`src/rtl/game_pkg.sv`:
```
// Shared definitions for the flappy-bird datapath: FSM state encodings, screen
// geometry and the bird rest/ground rows used by both renderer and controller.
package game_pkg;

    typedef enum logic [1:0] {
        ST_IDLE  = 2'd0,
        ST_PLAY  = 2'd1,
        ST_DYING = 2'd2,
        ST_OVER  = 2'd3
    } game_state_t;

    localparam int H_RES       = 640;
    localparam int V_RES       = 480;
    localparam int Y_MAX_DEF   = 464;
    localparam int BIRD_Y0_DEF = 240;

    // One BCD digit step: returns {carry_out, next_digit}.
    function automatic logic [4:0] bcd_digit_inc(input logic [3:0] digit, input logic carry_in);
        if (!carry_in) begin
            return {1'b0, digit};
        end else if (digit == 4'd9) begin
            return {1'b1, 4'd0};
        end else begin
            return {1'b0, digit + 4'd1};
        end
    endfunction

endpackage

```
`src/rtl/bcd_counter4.sv`:
```
// Four-digit BCD event counter with synchronous clear; holds at 9999 instead of wrapping.
module bcd_counter4
    import game_pkg::*;
(
    input  logic        i_clk,
    input  logic        i_rst_n,
    input  logic        i_clr,
    input  logic        i_inc,
    output logic [15:0] o_bcd
);

    logic [15:0] r_bcd;
    logic [15:0] w_next;
    logic        w_c1;
    logic        w_c2;
    logic        w_c3;
    logic [4:0]  w_top;
    logic        w_sat;

    // Ripple the increment through the digits; a carry out of the thousands means 9999.
    always_comb begin
        {w_c1, w_next[3:0]}  = bcd_digit_inc(r_bcd[3:0],   1'b1);
        {w_c2, w_next[7:4]}  = bcd_digit_inc(r_bcd[7:4],   w_c1);
        {w_c3, w_next[11:8]} = bcd_digit_inc(r_bcd[11:8],  w_c2);
        w_top                = bcd_digit_inc(r_bcd[15:12], w_c3);
        w_next[15:12]        = w_top[3:0];
        w_sat                = w_top[4];
    end

    // Count register: reset and clear win over increment.
    always_ff @(posedge i_clk) begin
        if (!i_rst_n) begin
            r_bcd <= 16'h0000;
        end else if (i_clr) begin
            r_bcd <= 16'h0000;
        end else if (i_inc && !w_sat) begin
            r_bcd <= w_next;
        end else begin
            r_bcd <= r_bcd;
        end
    end

    assign o_bcd = r_bcd;

endmodule

```
`src/rtl/game_flow_ctrl.sv`:
```
// Frame-synchronous game sequencer: IDLE/PLAY/DYING/OVER FSM, per-frame bird
// physics, pipe scroll gating and BCD score keeping.
module game_flow_ctrl
    import game_pkg::*;
#(
    parameter int GRAVITY      = 1,
    parameter int FLAP_VEL     = 6,
    parameter int MAX_FALL     = 8,
    parameter int BIRD_Y0      = BIRD_Y0_DEF,
    parameter int Y_MAX        = Y_MAX_DEF,
    parameter int DEATH_FRAMES = 60
)(
    input  logic        iCLK,
    input  logic        iRST_N,
    input  logic        iFrame_tick,
    input  logic        iFlap_n,
    input  logic        iStart_n,
    input  logic        iCollide,
    input  logic        iPipe_pass,
    output logic [1:0]  oState,
    output logic [9:0]  oBird_y,
    output logic        oScroll_en,
    output logic        oPipe_reset,
    output logic [15:0] oScore_bcd
);

    localparam int CNT_W = $clog2(DEATH_FRAMES + 1);

    localparam logic signed [6:0]  L_GRAV   = 7'(GRAVITY);
    localparam logic signed [6:0]  L_MAXF   = 7'(MAX_FALL);
    localparam logic signed [5:0]  L_FLAP   = 6'(-FLAP_VEL);
    localparam logic signed [10:0] L_YMAX_S = 11'(Y_MAX);
    localparam logic [9:0]         L_YMAX   = 10'(Y_MAX);
    localparam logic [9:0]         L_Y0     = 10'(BIRD_Y0);
    localparam logic [CNT_W-1:0]   L_DEATH  = CNT_W'(DEATH_FRAMES);
    localparam logic [CNT_W-1:0]   L_ONE    = CNT_W'(1);

    game_state_t        r_state;
    logic [9:0]         r_bird_y;
    logic signed [5:0]  r_vel;
    logic [CNT_W-1:0]   r_death_cnt;
    logic               r_flap_d;
    logic               r_start_d;
    logic               r_flap_pend;
    logic               r_scroll_en;
    logic               r_pipe_reset;

    logic               w_flap_edge;
    logic               w_start_edge;
    logic               w_flap_now;
    logic signed [6:0]  w_vel_grav;
    logic signed [5:0]  w_vel_fall;
    logic signed [5:0]  w_vel_n;
    logic signed [10:0] w_y_sum;
    logic [9:0]         w_y_clamp;
    logic               w_hit_ground;
    logic [CNT_W-1:0]   w_cnt_inc;
    logic               w_score_inc;
    logic               w_score_clr;

    assign w_flap_edge  = r_flap_d  & ~iFlap_n;
    assign w_start_edge = r_start_d & ~iStart_n;
    assign w_flap_now   = r_flap_pend | w_flap_edge;
    assign w_cnt_inc    = r_death_cnt + L_ONE;
    assign w_score_inc  = (r_state == ST_PLAY) && iPipe_pass;
    assign w_score_clr  = (r_state == ST_OVER) && w_start_edge;

    // Next-frame velocity and clamped position; a flap only overrides gravity in PLAY.
    always_comb begin
        w_vel_grav = $signed({r_vel[5], r_vel}) + L_GRAV;
        if (w_vel_grav > L_MAXF) begin
            w_vel_fall = L_MAXF[5:0];
        end else begin
            w_vel_fall = w_vel_grav[5:0];
        end

        if ((r_state == ST_PLAY) && w_flap_now) begin
            w_vel_n = L_FLAP;
        end else begin
            w_vel_n = w_vel_fall;
        end

        w_y_sum      = $signed({1'b0, r_bird_y}) + $signed({{5{w_vel_n[5]}}, w_vel_n});
        w_hit_ground = (w_y_sum >= L_YMAX_S);

        if (w_y_sum < 11'sd0) begin
            w_y_clamp = 10'd0;
        end else if (w_hit_ground) begin
            w_y_clamp = L_YMAX;
        end else begin
            w_y_clamp = w_y_sum[9:0];
        end
    end

    // Game FSM with physics state; scroll enable tracks the state it is registered with.
    always_ff @(posedge iCLK) begin
        if (!iRST_N) begin
            r_state      <= ST_IDLE;
            r_bird_y     <= L_Y0;
            r_vel        <= 6'sd0;
            r_death_cnt  <= '0;
            r_flap_d     <= 1'b1;
            r_start_d    <= 1'b1;
            r_flap_pend  <= 1'b0;
            r_scroll_en  <= 1'b0;
            r_pipe_reset <= 1'b0;
        end else begin
            r_flap_d     <= iFlap_n;
            r_start_d    <= iStart_n;
            r_pipe_reset <= 1'b0;
            case (r_state)
                ST_IDLE: begin
                    r_bird_y <= L_Y0;
                    r_vel    <= 6'sd0;
                    if (w_flap_edge) begin
                        r_state     <= ST_PLAY;
                        r_scroll_en <= 1'b1;
                        r_flap_pend <= 1'b1;
                    end else begin
                        r_scroll_en <= 1'b0;
                        r_flap_pend <= 1'b0;
                    end
                end
                ST_PLAY: begin
                    if (iFrame_tick) begin
                        r_vel       <= w_vel_n;
                        r_bird_y    <= w_y_clamp;
                        r_flap_pend <= 1'b0;
                        if (iCollide || w_hit_ground) begin
                            r_state     <= ST_DYING;
                            r_scroll_en <= 1'b0;
                            r_death_cnt <= '0;
                        end else begin
                            r_scroll_en <= 1'b1;
                        end
                    end else if (w_flap_edge) begin
                        r_flap_pend <= 1'b1;
                    end else begin
                        r_flap_pend <= r_flap_pend;
                    end
                end
                ST_DYING: begin
                    r_flap_pend <= 1'b0;
                    r_scroll_en <= 1'b0;
                    if (iFrame_tick) begin
                        r_vel       <= w_vel_n;
                        r_bird_y    <= w_y_clamp;
                        r_death_cnt <= w_cnt_inc;
                        if ((w_y_clamp == L_YMAX) || (w_cnt_inc >= L_DEATH)) begin
                            r_state <= ST_OVER;
                        end else begin
                            r_state <= ST_DYING;
                        end
                    end else begin
                        r_state <= ST_DYING;
                    end
                end
                ST_OVER: begin
                    r_flap_pend <= 1'b0;
                    r_scroll_en <= 1'b0;
                    if (w_start_edge) begin
                        r_state      <= ST_IDLE;
                        r_pipe_reset <= 1'b1;
                        r_bird_y     <= L_Y0;
                        r_vel        <= 6'sd0;
                    end else begin
                        r_state <= ST_OVER;
                    end
                end
                default: begin
                    r_state     <= ST_IDLE;
                    r_bird_y    <= L_Y0;
                    r_vel       <= 6'sd0;
                    r_flap_pend <= 1'b0;
                    r_scroll_en <= 1'b0;
                end
            endcase
        end
    end

    bcd_counter4 u_score (
        .i_clk   (iCLK),
        .i_rst_n (iRST_N),
        .i_clr   (w_score_clr),
        .i_inc   (w_score_inc),
        .o_bcd   (oScore_bcd)
    );

    assign oState      = r_state;
    assign oBird_y     = r_bird_y;
    assign oScroll_en  = r_scroll_en;
    assign oPipe_reset = r_pipe_reset;

endmodule

```
`config.mk`:
```
export PLATFORM = sky130hd
export DESIGN_NAME = game_flow_ctrl
export DESIGN_NICKNAME = d
export VERILOG_FILES = /design/src/rtl/game_pkg.sv /design/src/rtl/bcd_counter4.sv /design/src/rtl/game_flow_ctrl.sv
export SDC_FILE = /design/constraint.sdc
export NUM_CORES = 1
export LEC_CHECK = 0
export ABC_CLOCK_PERIOD_IN_PS = 7100
export CAP_MARGIN = 20
export CORE_AREA = 2 2 78 80
export DETAILED_ROUTE_END_ITERATION = 10
export DIE_AREA = 0 0 80 82
export PLACE_DENSITY = 0.83
export SETUP_SLACK_MARGIN = 0.05
export SYNTH_ARGS = -nofsm -noshare
export SYNTH_HDL_FRONTEND = slang
export SYNTH_SLANG_ARGS = --single-unit
```
`constraint.sdc`:
```
create_clock -name iCLK -period 7.1 [get_ports iCLK]
set_input_delay 0.71 -clock iCLK [delete_from_list [all_inputs] [get_ports iCLK]]
set_output_delay 0.71 -clock iCLK [all_outputs]
set_load 0.01 [all_outputs]
```
### Word level (Yosys, flattened, before mapping)

Cells that the tools add are included.

| storage, ports and cells | value |
|---|---|
| word-level logic and storage cells | 100 |
| bits in registers | 45 |
| output and inout port bits | 30 |
| input port bits | 7 |

| operators by class | value |
|---|---|
| order comparisons | 4 |
| equal/unequal tests | 15 |
| reduce and logical (&&, ||, !) cells | 19 |
| muxes and demuxes | 36 |
| bitwise logic cells | 6 |
| add/subtract/negate cells | 7 |

Operator list:

| operator | number |
|---|---|
| 6-bit two-way mux | 7 |
| 10-bit two-way mux | 4 |
| 5-bit two-way mux | 7 |
| 10-bit one-hot mux with 3 select lines | 1 |
| 6-bit one-hot mux with 3 select lines | 1 |
| 4-bit by 1-bit adder with 4-bit output (second input constant) | 4 |
| 4-bit equality test (second input constant) | 4 |
| 6-bit one-hot mux with 2 select lines | 1 |
| 11-bit by 6-bit adder with 11-bit output | 1 |
| 11-bit by 10-bit >= comparator with 1-bit output (second input constant) | 1 |
| 11-bit by 1-bit less-than comparator with 1-bit output (second input constant) | 1 |
| 10-bit by 9-bit equality test with 1-bit output (second input constant) | 1 |
| 2-bit two-way mux | 5 |
| 2-bit AND reduction | 5 |
| 2-bit inequality test (second input constant) | 4 |
| 2-bit one-hot mux with 4 select lines | 1 |
| 6-bit by 2-bit adder with 7-bit output (second input constant) | 1 |
| 7-bit by 5-bit > comparator with 1-bit output (second input constant) | 1 |
| 1-bit two-way mux | 7 |
| 6-bit by 1-bit adder with 6-bit output (second input constant) | 1 |
| 6-bit >= comparator (second input constant) | 1 |
| 1-bit one-hot mux with 3 select lines | 2 |
| 2-bit OR reduction | 3 |
| 2-bit equality test (second input constant) | 2 |
| other kinds (13) | 21 |

### Depth between registers and ports, before layout

| logic depth | value |
|---|---|
| depth after elaboration | 14 |
| gate-level depth with buffers | 18 |

### By module

A second synthesis with hierarchy kept.

| unflattened totals | value |
|---|---|
| cell total of the unflattened synthesis | 367 |
| area total of the unflattened synthesis | 3095.5 um2 |

Modules (own cells, without submodules):

| module | seq. area each (um2) | cells each | times used | area an instance (um2) |
|---|---|---|---|---|
| game_flow_ctrl | 580.6 | 264 | 1 | 2215.9 |
| bcd_counter4 | 320.3 | 103 | 1 | 879.6 |

### Worst setup path before layout

No wires, ideal clock.

| path | value |
|---|---|
| kind | reg-to-reg |
| start | register r_vel[0] |
| end | register r_state[1], in the netlist oState[1] |
| slack | 2.979 ns |
| data required time | 6.983 ns |
| arrival | 4.003 ns |
| stages on the path, launching flop included | 19 |
| period minus slack after synthesis | 4.121 ns |
| cell sequence | dfxtp_1 -> ha_1 -> nand3_1 -> a31oi_1 -> mux2i_1 -> nor3_1 -> nand2_1 -> nor2_1 -> ha_1 -> inv_1 -> fa_1 -> nand2b_1 -> a21oi_1 -> nor3_1 -> nor4_1 -> a21o_4 -> a21oi_4 -> or4_1 -> a32o_1 |

| between the ends | value |
|---|---|
| word-level cells in the longest chain between the ends | 9 |

RTL lines:

| element | RTL line | RTL |
|---|---|---|
| from (decl) | game_flow_ctrl.sv:40 | `logic signed [5:0] r_vel;` |
| from (signal assigned) | game_flow_ctrl.sv:126 | `r_vel <= w_vel_n;` |
| from (signal assigned) | game_flow_ctrl.sv:146 | `r_vel <= w_vel_n;` |
| 6-bit by 2-bit adder with 7-bit output * | game_flow_ctrl.sv:70 | `w_vel_grav = $signed({r_vel[5], r_vel}) + L_GRAV;` |
| 7-bit by 5-bit > comparator with 1-bit output | game_flow_ctrl.sv:71 | `if (w_vel_grav > L_MAXF) begin` |
| 6-bit two-way mux * | game_flow_ctrl.sv:71 |  |
| 6-bit two-way mux * | game_flow_ctrl.sv:77 | `if ((r_state == ST_PLAY) && w_flap_now) begin` |
| 11-bit by 6-bit adder with 11-bit output * | game_flow_ctrl.sv:83 | `w_y_sum = $signed({1'b0, r_bird_y}) + $signed({{5{w_vel_n[5]}}, w_vel_n});` |
| 11-bit by 10-bit >= comparator with 1-bit output * | game_flow_ctrl.sv:84 | `w_hit_ground = (w_y_sum >= L_YMAX_S);` |
| 1-bit logical OR * | game_flow_ctrl.sv:129 | `if (iCollide \|\| w_hit_ground) begin` |
| 2-bit by 1-bit inequality test with 1-bit output (no line) * | -- |  |
| 3-bit AND reduction (no line) * | -- |  |
| to (signal assigned) | game_flow_ctrl.sv:98 | `r_state <= ST_IDLE;` |
| to (signal assigned) | game_flow_ctrl.sv:130 | `r_state <= ST_DYING;` |
| to (signal assigned) | game_flow_ctrl.sv:150 | `r_state <= ST_OVER;` |
| to (decl) | game_flow_ctrl.sv:38 | `game_state_t r_state;` |

Mark *: on every way between the ends. The rest lies on a longest branch, timed or not.
A chain may end at the register's enable or synchronous reset.

### Worst setup path in the final report

| path | value |
|---|---|
| start | register r_vel[0] |
| end | register r_death_cnt[0] |

| between the ends | value |
|---|---|
| word-level cells in the longest chain between the ends | 9 |

RTL lines:

| element | RTL line | RTL |
|---|---|---|
| 6-bit by 2-bit adder with 7-bit output * | game_flow_ctrl.sv:70 |  |
| 7-bit by 5-bit > comparator with 1-bit output | game_flow_ctrl.sv:71 |  |
| 6-bit two-way mux * | game_flow_ctrl.sv:71 |  |
| 6-bit two-way mux * | game_flow_ctrl.sv:77 |  |
| 11-bit by 6-bit adder with 11-bit output * | game_flow_ctrl.sv:83 |  |
| 11-bit by 10-bit >= comparator with 1-bit output * | game_flow_ctrl.sv:84 |  |
| 1-bit logical OR * | game_flow_ctrl.sv:129 |  |
| 2-bit by 1-bit inequality test with 1-bit output (no line) * | -- |  |
| 4-bit AND reduction (no line) * | -- |  |
| to (signal assigned) | game_flow_ctrl.sv:148 | `r_death_cnt <= w_cnt_inc;` |
| to (decl) | game_flow_ctrl.sv:41 | `logic [CNT_W-1:0] r_death_cnt;` |

Marked as above.

==> impl_metrics.yaml <==
grt:
  grt_max_degree: 30
  grt_overflow_total: 0
  grt_pass1_vias: 2404
  grt_pass1_wl_um: 10500
  track_usage: 0.200
  antenna_found_initial: 0
floorplan:
  row_count: 28
  core_area_um2: 5750
  die_x_um: 80
  ios: 37
  start_util: 0.488
  fp.dieArea_um2: 6560
  die_y_um: 82
logic_synthesis:
  yosysMostFrequentCell: "dfxtp_1"
  synth-adder-area-share: 0.0831
  yosys.area.top_type: "dfxtp_1"
  syn_nets: 366
  synthCells: 341
  synth_edf_count: 0
  synth-seq-cells: 45
  synth_mux_area_frac: 0.0107
  syn_area_per_cell_um2: 8.22
  synth_top_family_by_area: "simple AND/OR/NAND/NOR gates"
  yosysWarnings: 0
  ys_types: 51
  synth_area_leaders: "dfxtp_1, ha_1, o21ai_0"
  synthFlopType: "dfxtp_1"
  synth-compound-area-share: 0.247
  synth_top_area_share: 0.322
  netlist_area_um2: 2800
  synth_simple_gate_area_share: 0.251
  async_reset_ff_frac: 0
  synthXorXnorAreaFrac: 0.0563
  synth_seq_area_share: 0.322
  synth_commonest_cells: "dfxtp_1, nand2_1, o21ai_0"
drt:
  wire_per_inst_um: 14.3
  via_count: 2580
  vias_per_cell: 5.71
  first_iter_violations: 111
  wl_um: 6460
  first_pass_iters: 5
  route.detailed.drc: 0
  ant_nets: 0
final_layout:
  drive_above_1_share: 0.0371
  utilization: 0.581
  layoutNonFillerInstCount: 452
  syn2layout_area_growth_pct: 19.1
  diodes: 0
  final_area_um2: 3340
  fillers: 527
  regArea_um2: 901
  final_nets: 401
  multi_input_area_um2: 1810
clocking:
  clk_pin_slew_worst_paths_ns: 0.08
  ctsHoldBuffers: 0
  postCtsResizedCells: 0
  clockBufferDepth: 2
  clock_sinks: 45
  numCtsBuffers: 5
  cts_htree_levels: 2
  clock_latency_ns: 0.30
  cts_root_buffer: "clkbuf_8"
  post_cts_buffers: 0
  tritoncts: "built"
timing:
  worstMarginPinSlew_ns: 0.912
  finClkSkew_ns: 0.00647
  finalCriticalPeriod_ns: 4.81
  finalSetupViolCount: 0
  period_share: 0.677
  rsz0062_at_grt: "false"
  tns_ns: 0
  holdWs_ns: 0.478
  max_freq_mhz: 208
  slew_violations: 0
  slew-limit-headroom: 0.390
  finalHoldViolCount: 0
setup_path:
  crit_path_end_kind: "flop"
  start_kind: "flop"
  timing_worst_setup_path_type: "flop to flop"
  rr_endpoint: "r_death_cnt[0]"
  cp.required_ns: 7.27
  reg2reg_depth: 18
  r2r-start: "r_vel[0]"
  reg2reg_slack_ns: 2.29
  critPathMaxFanout: 8
  cp.arrival_ns: 4.98
worst_hold_path:
  min_to: "r_death_cnt[5]"
  holdCritPathClass: "flop to flop"
  hold_depth: 1
  holdCritStartpoint: "r_death_cnt[5]"
placed_design:
  port-buffer-count: 36
  dp.cells: 444
  post_dp_cell_area_um2: 3230
  place.gp.congestion: 0.898
  post-dp-hpwl_um: 4830
run_status:
  status: "finished, final reports clean"
run:
  cap_viol_max_count: 0
power:
  p_leak_uw: 0.00128
  ir_drop_uv: 168
  powerDensity_nw_per_um2: 322
power breakdown:
part,leakage (µW),total [µW],internal [µW],switching [µW]
sequential,0.000365,316,283,33.4
combinational,0.000864,564,240,324
clock,0.0000554,195,106,89.3
sequential cells by signal, summed over array words and instances, names as in the netlist:
| name | flops |
|---|---|
| r_flap_pend | 1 |
| u_score.o_bcd | 16 |
| oPipe_reset | 1 |
| oScroll_en | 1 |
| oState | 2 |
| r_flap_d | 1 |
| r_start_d | 1 |
| oBird_y | 10 |
| r_death_cnt | 6 |
| r_vel | 6 |
kinds of logic (layout without fill, tap and decap cells):
group                    after synthesis  after routing
adder cells (fa/ha/maj)               18             18
AO/OA/AOI/OAI                        100            100
multiplexers                           3              3
flip-flops                            45             45
buffers and inverters                 23             59
AND/OR/NAND/NOR                      134            134
XOR/XNOR                              18             18
critical path, stage by stage (launching register included):
cell      delay (ns)
dfxtp_1         0.48
ha_1            0.27
nand3_1         0.23
a31oi_1         0.31
mux2i_1         0.11
nor3_1          0.33
nand2_1         0.12
nor2_1          0.12
ha_1            0.20
inv_1           0.06
fa_1            0.37
nand2b_1        0.20
a21oi_1         0.30
o311ai_0        0.23
a211oi_1        0.51
nor2_4          0.14
and2_1          0.19
o211ai_1        0.38
o22ai_1         0.14
routing by layer:
metal / share of wire / up-vias / global-route usage
met5: 0 / - / 0
met4: 0.012 / 0 / 0.0593
met3: 0.042 / 8 / 0.0484
met2: 0.50 / 52 / 0.378
met1: 0.45 / 1218 / 0.222
li1: - / 1302 / -
final cells by class:
| cell class | instances | share of cell area |
|---|---|---|
| multi-input cells | 273 | 0.544 |
| flip-flops and latches | 45 | 0.270 |
| repair buffers | 36 | 0.108 |
| well taps | 75 | 0.0281 |
| clock buffers | 6 | 0.0217 |
| inverters | 15 | 0.0169 |
| clock inverters | 2 | 0.0116 |
per-stage QoR:
stage / power [µW] / setup slack (ns)
finish: 1070 / 2.29
CTS: 1070 / 2.35
detailed placement: 873 / 2.22
global route: 1140 / 1.84
global placement: 860 / 2.41
floorplan: 721 / 2.98
worst max-delay path by stage:
stage,startpoint,endpoint,slack [ns],cells past startpoint
finish,r_vel[0],r_death_cnt[0],2.29,18
global placement,iFlap_n,oState[1],2.41,16
global route,r_vel[0],r_death_cnt[2],1.84,18
detailed placement,iFlap_n,r_death_cnt[0],2.22,16
floorplan,r_vel[0],oState[1],2.98,18
CTS,r_vel[0],r_death_cnt[0],2.35,18
cell usage in the layout, fill, tap and decap left out, types with 4 or more instances in the layout:
cell / n
a31oi_1: 4
nor2_1: 25
a21oi_1: 15
and3_1: 7
nor2b_1: 14
a21o_1: 5
nand2_1: 32
clkbuf_8: 5
xnor2_1: 10
o21a_1: 4
dfxtp_1: 45
inv_1: 15
xor2_1: 8
o211ai_1: 7
o211a_1: 4
clkdlybuf4s50_1: 36
nor3b_1: 4
o21ai_0: 28
nand3_1: 10
a211oi_1: 4
ha_1: 17
nand2b_1: 10
nor3_1: 11
and2_1: 7
No activity file was read; power rests on OpenSTA's default activity.
